**src/rtl/button_conditioner.sv**
```systemverilog
// Push-button conditioner: synchronises and debounces one raw pin, then turns
// the clean level into one-cycle press / auto-repeat / release event pulses.
module button_conditioner #(
  parameter bit          ACTIVE_HIGH          = 1'b1,
  parameter int unsigned DEBOUNCE_CYCLES      = 120000,
  parameter bit          REPEAT_ENABLE        = 1'b1,
  parameter int unsigned REPEAT_DELAY_CYCLES  = 6000000,
  parameter int unsigned REPEAT_PERIOD_CYCLES = 1200000
) (
  input  logic i_clock,
  input  logic i_reset_n,
  input  logic i_button,
  output logic o_pressed,
  output logic o_press_pulse,
  output logic o_release_pulse
);

  localparam int unsigned DbW   = $clog2(DEBOUNCE_CYCLES) + 1;
  localparam int unsigned RcMax = (REPEAT_DELAY_CYCLES > REPEAT_PERIOD_CYCLES) ?
                                  REPEAT_DELAY_CYCLES : REPEAT_PERIOD_CYCLES;
  localparam int unsigned RcW   = $clog2(RcMax) + 1;

  localparam logic [DbW-1:0] DbLast     = DbW'(DEBOUNCE_CYCLES - 1);
  localparam logic [RcW-1:0] DelayLast  = RcW'(REPEAT_DELAY_CYCLES - 1);
  localparam logic [RcW-1:0] PeriodLast = RcW'(REPEAT_PERIOD_CYCLES - 1);

  typedef enum logic [1:0] {
    StIdle,
    StHeldDelay,
    StHeldRepeat
  } state_e;

  // Pin normalised so that 1 always means "pressed".
  logic pin;
  assign pin = ACTIVE_HIGH ? i_button : ~i_button;

  logic           sync1_q, sync2_q;
  logic [DbW-1:0] db_q, db_d;
  logic           pressed_q, pressed_d;
  logic           rise, fall;
  state_e         state_q, state_d;
  logic [RcW-1:0] rc_q, rc_d;
  logic           press_q, press_d;
  logic           release_q, release_d;

  // Two-flop synchroniser for the asynchronous pin.
  always_ff @(posedge i_clock or negedge i_reset_n) begin
    if (!i_reset_n) begin
      sync1_q <= 1'b0;
      sync2_q <= 1'b0;
    end else begin
      sync1_q <= pin;
      sync2_q <= sync1_q;
    end
  end

  // Debounce: accept a new level only after it has differed for DEBOUNCE_CYCLES cycles.
  always_comb begin
    db_d      = '0;
    pressed_d = pressed_q;
    if (sync2_q != pressed_q) begin
      if (db_q == DbLast) begin
        pressed_d = sync2_q;
      end else begin
        db_d = db_q + 1'b1;
      end
    end
  end

  // Level changes are known a cycle early so pulses line up with o_pressed.
  assign rise = ~pressed_q & pressed_d;
  assign fall = pressed_q & ~pressed_d;

  // Debounce state and FSM state register.
  always_ff @(posedge i_clock or negedge i_reset_n) begin
    if (!i_reset_n) begin
      db_q      <= '0;
      pressed_q <= 1'b0;
      state_q   <= StIdle;
      rc_q      <= '0;
    end else begin
      db_q      <= db_d;
      pressed_q <= pressed_d;
      state_q   <= state_d;
      rc_q      <= rc_d;
    end
  end

  // Next-state and repeat-counter logic; release always wins over a repeat.
  always_comb begin
    state_d = state_q;
    rc_d    = rc_q;
    unique case (state_q)
      StIdle: begin
        if (rise) begin
          state_d = StHeldDelay;
          rc_d    = '0;
        end
      end
      StHeldDelay: begin
        if (fall) begin
          state_d = StIdle;
          rc_d    = '0;
        end else if (rc_q == DelayLast) begin
          // Without repeat the counter simply parks at its terminal value.
          if (REPEAT_ENABLE) begin
            state_d = StHeldRepeat;
            rc_d    = '0;
          end
        end else begin
          rc_d = rc_q + 1'b1;
        end
      end
      StHeldRepeat: begin
        if (fall) begin
          state_d = StIdle;
          rc_d    = '0;
        end else if (rc_q == PeriodLast) begin
          rc_d = '0;
        end else begin
          rc_d = rc_q + 1'b1;
        end
      end
      default: begin
        state_d = StIdle;
        rc_d    = '0;
      end
    endcase
  end

  // Pulse decode from current state; registered below.
  always_comb begin
    press_d   = 1'b0;
    release_d = 1'b0;
    unique case (state_q)
      StIdle: begin
        press_d = rise;
      end
      StHeldDelay: begin
        release_d = fall;
        press_d   = ~fall & REPEAT_ENABLE & (rc_q == DelayLast);
      end
      StHeldRepeat: begin
        release_d = fall;
        press_d   = ~fall & (rc_q == PeriodLast);
      end
      default: begin
        press_d   = 1'b0;
        release_d = 1'b0;
      end
    endcase
  end

  // Registered event pulses.
  always_ff @(posedge i_clock or negedge i_reset_n) begin
    if (!i_reset_n) begin
      press_q   <= 1'b0;
      release_q <= 1'b0;
    end else begin
      press_q   <= press_d;
      release_q <= release_d;
    end
  end

  assign o_pressed       = pressed_q;
  assign o_press_pulse   = press_q;
  assign o_release_pulse = release_q;

endmodule
```
**config.mk**
```make
export PLATFORM = sky130hd
export DESIGN_NAME = button_conditioner
export DESIGN_NICKNAME = d
export VERILOG_FILES = /design/src/rtl/button_conditioner.sv
export SDC_FILE = /design/constraint.sdc
export NUM_CORES = 1
export LEC_CHECK = 0
export ABC_AREA = 1
export BUFFER_PORTS_ARGS = -buffer_cell sky130_fd_sc_hd__buf_2
export CORE_MARGIN = 4
export CORE_UTILIZATION = 27
export DETAILED_ROUTE_END_ITERATION = 10
export GPL_ROUTABILITY_DRIVEN = 0
export GPL_TIMING_DRIVEN = 0
export PLACE_DENSITY = 0.5
export SLEW_MARGIN = 20
export SYNTH_ARGS = -nofsm -noshare
export SYNTH_HDL_FRONTEND = slang
export SYNTH_SLANG_ARGS = --single-unit
```
**constraint.sdc**
```tcl
create_clock -name i_clock -period 2.02 [get_ports i_clock]
set_input_delay 0.202 -clock i_clock [delete_from_list [all_inputs] [get_ports i_clock]]
set_output_delay 0.202 -clock i_clock [all_outputs]
set_load 0.005 [all_outputs]
```
# Word-level counts from Yosys, hierarchy flattened
# Index checks and enable logic that the tools add are counted.
# Widths: inputs -> output; s select.
[classes]
add_sub_neg = 2
multipliers = 0
n_div = 0
n_lt_le_gt_ge = 0
n_eq_ne = 9
shift = 0
mux = 17
n_bitwise = 7
reduce_logical = 3
[ops]
columns = ["cell", "n"]
rows = [
  ["$mux 24", 5],
  ["$pmux 24 s3", 1],
  ["$mux 18", 2],
  ["$add 24x1->24 const B", 1],
  ["$eq 24x21->1 const B", 1],
  ["$eq 24x23->1 const B", 1],
  ["$add 18x1->18 const B", 1],
  ["$eq 18x17->1 const B", 1],
  ["$mux 2", 4],
  ["$pmux 2 s3", 1],
  ["$and 1x1->1", 4],
  ["$ne 2x2->1 const B", 2],
  ["$mux 1", 3],
  ["$ne 3x3->1 const B", 1],
  ["$not 1->1", 3],
  ["$pmux 1 s3", 1],
  ["$reduce_and 3->1", 1],
  ["$eq 2x1->1 const B", 1],
  ["$eq 2x2->1 const B", 1],
  ["$logic_not 2->1", 1],
  ["$reduce_or 2->1", 1],
  ["$ne 1x1->1", 1],
]
[totals]
regBits = 49
latch_bits = 0
mem_bits_rw = 0
mem_bits_ro = 0
out_inout_bits = 3
memories = 0

# Logic depth before layout (Yosys ltp)
[logic_depth]
word_depth = 8
mapped_depth = 11
mapped_depth_nobuf = 11

# Worst setup path before layout
# Ideal clock, no wire load.
[synth_path]
kind = "register -> register"
startpoint = "register db_q[0]"
endpoint = "register rc_q[0]"
t_arrival_ns = 1.485
t_required_ns = 1.895
setup_slack_ns = 0.410
stages_incl_launch_ff = 10
n_path_buf = 1
synth_period_minus_slack_ns = 1.610
cell_sequence = "dfrtp_1 > ha_1 > nand3_4 > nor2_4 > nand3_2 > nand3_2 > nand2_4 > nand2_8 > buf_12 > a21oi_4"
[synth_via]
elab_chain_cells = 7
elab_cells_between_ends = 10
[synth_lines]
columns = ["element", "line_no", "text"]
rows = [
  ["from (decl)", "38", "logic [DbW-1:0] db_q, db_d;"],
  ["from (signal assigned)", "77", "db_q <= '0;"],
  ["from (signal assigned)", "82", "db_q <= db_d;"],
  ["$eq 18x17->1 (*)", "62", "if (db_q == DbLast) begin"],
  ["$mux 1 (*)", "62", ""],
  ["$mux 1 (*)", "61", "if (sync2_q != pressed_q) begin"],
  ["$not 1->1", "72", "assign fall = pressed_q & ~pressed_d;"],
  ["$and 1x1->1", "72", ""],
  ["$mux 24 (on tied branches)", "115, 101", ""],
  ["$pmux 24 s3", "93", "unique case (state_q)"],
  ["to (signal assigned)", "85", "rc_q <= rc_d;"],
  ["to (decl)", "42", "logic [RcW-1:0] rc_q, rc_d;"],
]
# Every way passes the cells marked *; elsewhere a longest branch is shown, timed or not.
# A chain may end at the register's enable or synchronous reset.

# Worst setup path in the final report
[layout_path]
startpoint = "register rc_q[1]"
endpoint = "register rc_q[21]"
[layout_via]
elab_chain_cells = 4
elab_cells_between_ends = 8
[layout_lines]
columns = ["element", "line_no"]
rows = [
  ["$add 24x1->24, or another cell as far along", "111, 121"],
  ["$mux 24 (on tied branches)", "118, 104"],
  ["$mux 24 (on tied branches)", "115, 101"],
  ["$pmux 24 s3 (*)", "93"],
]
# Marked as above.

==> load_flow_metrics.sql <==
INSERT INTO impl_metrics (metric_group, metric, value, unit) VALUES
('setup_path', 'worstSetupStartpointType', 'register', ''),
('setup_path', 'crit_path_max_fanout', '10', ''),
('clock_network', 'cts_made_buffers', '5', ''),
('sta', 'hold_viol', '0', ''),
('floorplanning', 'ioPinCount', '6', ''),
('sta', 'final.period_utilization', '93.2', '%'),
('drt', 'route.top_layer_used', 'met4', ''),
('power', 'cellPowerDensity', '491', 'mW/mm^2'),
('synthesis', 'synth.yosys.warnings', '0', ''),
('run', 'drv_cap', '0', ''),
('drt', 'antenna_violating_nets_post_route', '0', ''),
('global_route', 'grt_max_degree', '50', ''),
('drt', 'first_pass_iters', '4', ''),
('sta', 'max_freq', '0.531', 'GHz'),
('clock_network', 'max_buffers_root_to_sink', '2', ''),
('place', 'worst_setup_slack_after_placement', '0.0152', 'ns'),
('finish', 'fill_cells', '1193', ''),
('finish', 'layout-drive-gt1-share', '16.1', '%'),
('setup_path', 'crit_arrival', '2.07', 'ns'),
('drt', 'wirelength', '6690', 'um'),
('synthesis', 'yosysSeqAreaShare', '41.0', '%'),
('setup_path', 'criticalPathCategory', 'register to register', ''),
('global_route', 'grt_remaining_overflow', '0', ''),
('global_route', 'antenna_found_initial', '0', ''),
('finish', 'reg_area', '0.00123', 'sq mm'),
('power', 'leakage', '1.40', 'nW'),
('global_route', 'groute.usage.overall', '11.2', '%'),
('finish', 'final_cell_count_no_fill', '544', ''),
('finish', 'final_cell_area', '0.00335', 'sq mm'),
('drt', 'detail_route.drc_violations', '0', ''),
('clock_network', 'tritoncts_clock_tree', 'yes', ''),
('clock_network', 'clock_pin_slew_of_the_registers_on_the_worst_case_setup_and_hold_paths', '0.10', 'ns'),
('synthesis', 'syn_inst', '384', ''),
('finish', 'layout.nets', '412', ''),
('finish', 'finalCoreUtilization', '30.9', '%'),
('drt', 'avgRoutedWirePerCell', '12.3', 'um'),
('sta', 'fin_worst_hold_slack', '0.366', 'ns'),
('drt', 'met2WireLength', '3050', 'um'),
('sta', 'unrepaired_setup_endpoints_after_global_routing', 'no', ''),
('clock_network', 'clk_root_buffer_cell', 'clkbuf_8', ''),
('status', 'run_status', 'finished clean', ''),
('drt', 'iteration_0_drc_count_of_the_detailed_router', '171', ''),
('drt', 'via_count', '2463', ''),
('setup_path', 'cp_data_required_time', '2.21', 'ns'),
('clock_network', 'worst_skew_pair.late_latency', '0.30', 'ns'),
('clock_network', 'cts.sink_count', '49', ''),
('floorplanning', 'die_ht', '113', 'um'),
('clock_network', 'htree_levels', '2', ''),
('synthesis', 'mappedNetlistNets', '393', ''),
('sta', 'timing.setup.tns', '0', 'ns'),
('setup_path', 'timing.critical_path.to_type', 'register', ''),
('sta', 'timing.max_slew.rel_slack', '56.7', '%'),
('floorplanning', 'initial_cell_density_of_the_core', '27.6', '%'),
('setup_path', 'path_cells', 'ha_1, nand2_1, nor2_4, inv_2, nor2_2, nand3_1, nand3_2, nand2_4, nand2_8, buf_12, o21ai_2', ''),
('finish', 'multi_input_comb_area', '0.00157', 'sq mm'),
('synthesis', 'mappedNetlistArea', '0.00299', 'sq mm'),
('drt', 'met3_length', '175', 'um'),
('sta', 'worst_slack', '0.138', 'ns'),
('place', 'dpl-instance-area', '0.00319', 'sq mm'),
('sta', 'timing.clock.skew', '0.0100', 'ns'),
('place', 'dp_cells', '529', ''),
('floorplanning', 'die_w', '113', 'um'),
('synthesis', 'post_synth.cell_area_avg', '7.79', 'sq um'),
('setup_path', 'cp_slowest_stage_delay', '0.39', 'ns'),
('synthesis', 'ys_ff_latch', '49', ''),
('synthesis', 'synth_cell_type_count', '33', ''),
('floorplanning', 'design.core.area', '0.0108', 'sq mm'),
('power', 'max-vdd-ir-drop', '0.000256', 'V'),
('sta', 'timing_worst_slew_pin_value', '0.648', 'ns'),
('sta', 'report.final.slew_viol_count', '0', ''),
('worst_hold_path', 'min_path_type', 'register to register', ''),
('place', 'dp.final_hpwl', '4950', 'um'),
('drt', 'detail_route.vias_per_cell', '4.53', ''),
('power', 'power', '1.64', 'mW'),
('floorplanning', 'floorplan.die_area', '0.0128', 'sq mm'),
('place', 'placement.io_buffers', '5', ''),
('setup_path', 'cp_slowest_cell', 'dfrtp_1', ''),
('global_route', 'number_of_global_route_vias_before_repair', '2466', ''),
('sta', 'finalSetupViolCount', '0', ''),
('drt', 'drt-met1-wl', '3410', 'um'),
('global_route', 'grt_pass1_wl', '12000', 'um'),
('sta', 'finalWorstPathRequiredPeriod', '1.88', 'ns'),
('finish', 'insertedDiodeCount', '0', ''),
('finish', 'layout-area-overhead-vs-synth', '11.9', '%'),
('floorplanning', 'row_count', '38', '');
placed cells by master, fill, tap and decap left out, types with 2 or more instances in the layout:
master | netlist | layout
a21oi_1 | 10 | 9
buf_2 | 4 | 8
buf_4 | 0 | 6
clkbuf_8 | 0 | 5
dfrtp_1 | 49 | 49
dlygate4sd3_1 | 0 | 2
ha_1 | 6 | 5
inv_1 | 36 | 36
inv_2 | 5 | 5
nand2_1 | 91 | 91
nand2_2 | 3 | 3
nand2_4 | 3 | 3
nand3_1 | 22 | 22
nand3_2 | 5 | 5
nand4_1 | 11 | 11
nor2_1 | 61 | 60
nor2_2 | 5 | 6
nor2_4 | 4 | 4
nor3_1 | 7 | 7
nor3b_1 | 2 | 2
nor4_1 | 2 | 2
o21ai_0 | 18 | 18
o21ai_2 | 9 | 9
xnor2_1 | 5 | 5
xor2_1 | 15 | 15
synthesized netlist by cell type (all sizes together):
master	instances	area, sq um
xnor2	5	43.8
o21a	1	7.51
a31o	1	8.76
nand4	12	81.3
xor2	15	131
o21ai	28	174
nor4	2	12.5
dfrtp	49	1230
a21oi	11	66.3
nand3	28	178
inv	41	154
nor2	70	305
nor3b	2	15.0
buf	5	40.0
nand2	98	414
nor3	7	35.0
o22ai	1	6.26
ha	6	75.1
o21bai	1	7.51
clkinv	1	8.76
state kept, by name, indices dropped and copies added, names as in the netlist:
signal / count
state_q: 2
rc_q: 24
sync1_q: 1
db_q: 18
o_release_pulse: 1
o_press_pulse: 1
sync2_q: 1
o_pressed: 1
kinds of logic (layout without fill, tap and decap cells):
| family | count (synthesis) | in the layout | synth area share (%) |
|---|---|---|---|
| AO/OA/AOI/OAI | 43 | 43 | 9.04 |
| XOR/XNOR | 20 | 20 | 5.86 |
| adder cells (fa/ha/maj) | 6 | 6 | 2.51 |
| buffers and inverters | 47 | 67 | 6.78 |
| flip-flops | 49 | 49 | 41.0 |
| AND/OR/NAND/NOR | 219 | 219 | 34.8 |
timing repair:
action | 4_1_cts | 5_1_grt
hold buffers | 2 | 0
pin swaps | 0 | 1
resized for setup | 1 | 2
gates cloned | 0 | 0
hold endpoints to repair | 50 | 0
setup endpoints to repair | 4 | 12
buffers inserted | 0 | 5
worst paths after layout:
kind / slack, ns / depth (start not counted) / startpoint / to
hold reg to reg: 0.37 / 0 / sync1_q / sync2_q
setup reg to reg: 0.14 / 11 / rc_q[1] / rc_q[21]
max in group asynchronous: 1.12 / 2 / i_reset_n / rc_q[17]
min in group asynchronous: 0.46 / 2 / i_reset_n / db_q[3]
setup / recovery: 0.14 / 11 / rc_q[1] / rc_q[21]
hold / removal: 0.37 / 0 / sync1_q / sync2_q
final cells by class:
cell class | count | share of cell area (%)
Timing Repair Buffer | 12 | 2.54
Multi-Input combinational cell | 288 | 46.9
Buffer | 5 | 1.20
Sequential cell | 49 | 36.6
Inverter | 42 | 4.86
Clock buffer | 6 | 2.17
Clock inverter | 2 | 0.411
Tap cell | 140 | 5.24
metal layers:
layer / track usage, % / up-vias
met4: 2.00 / 0
met3: 1.93 / 7
met1: 15.4 / 1157
met2: 18.8 / 28
li1: - / 1271
met5: 0 / -
critical path: cells and delay by family, from the launching register on:
kind / cells / cell delay (ns)
AOI/OAI and AO/OA: 1 / 0.06
DFF: 1 / 0.39
adders and majority gates: 1 / 0.19
buffers and inverters: 2 / 0.20
and+or+nand+nor: 7 / 0.92
power by group:
part | switching [mW] | internal (mW) | total [mW]
registers | 0.00718 | 0.987 | 0.994
clock network | 0.348 | 0.248 | 0.596
logic | 0.0363 | 0.0154 | 0.0516
total | 0.391 | 1.25 | 1.64
Note: power is estimated with default switching activity, not from simulation.
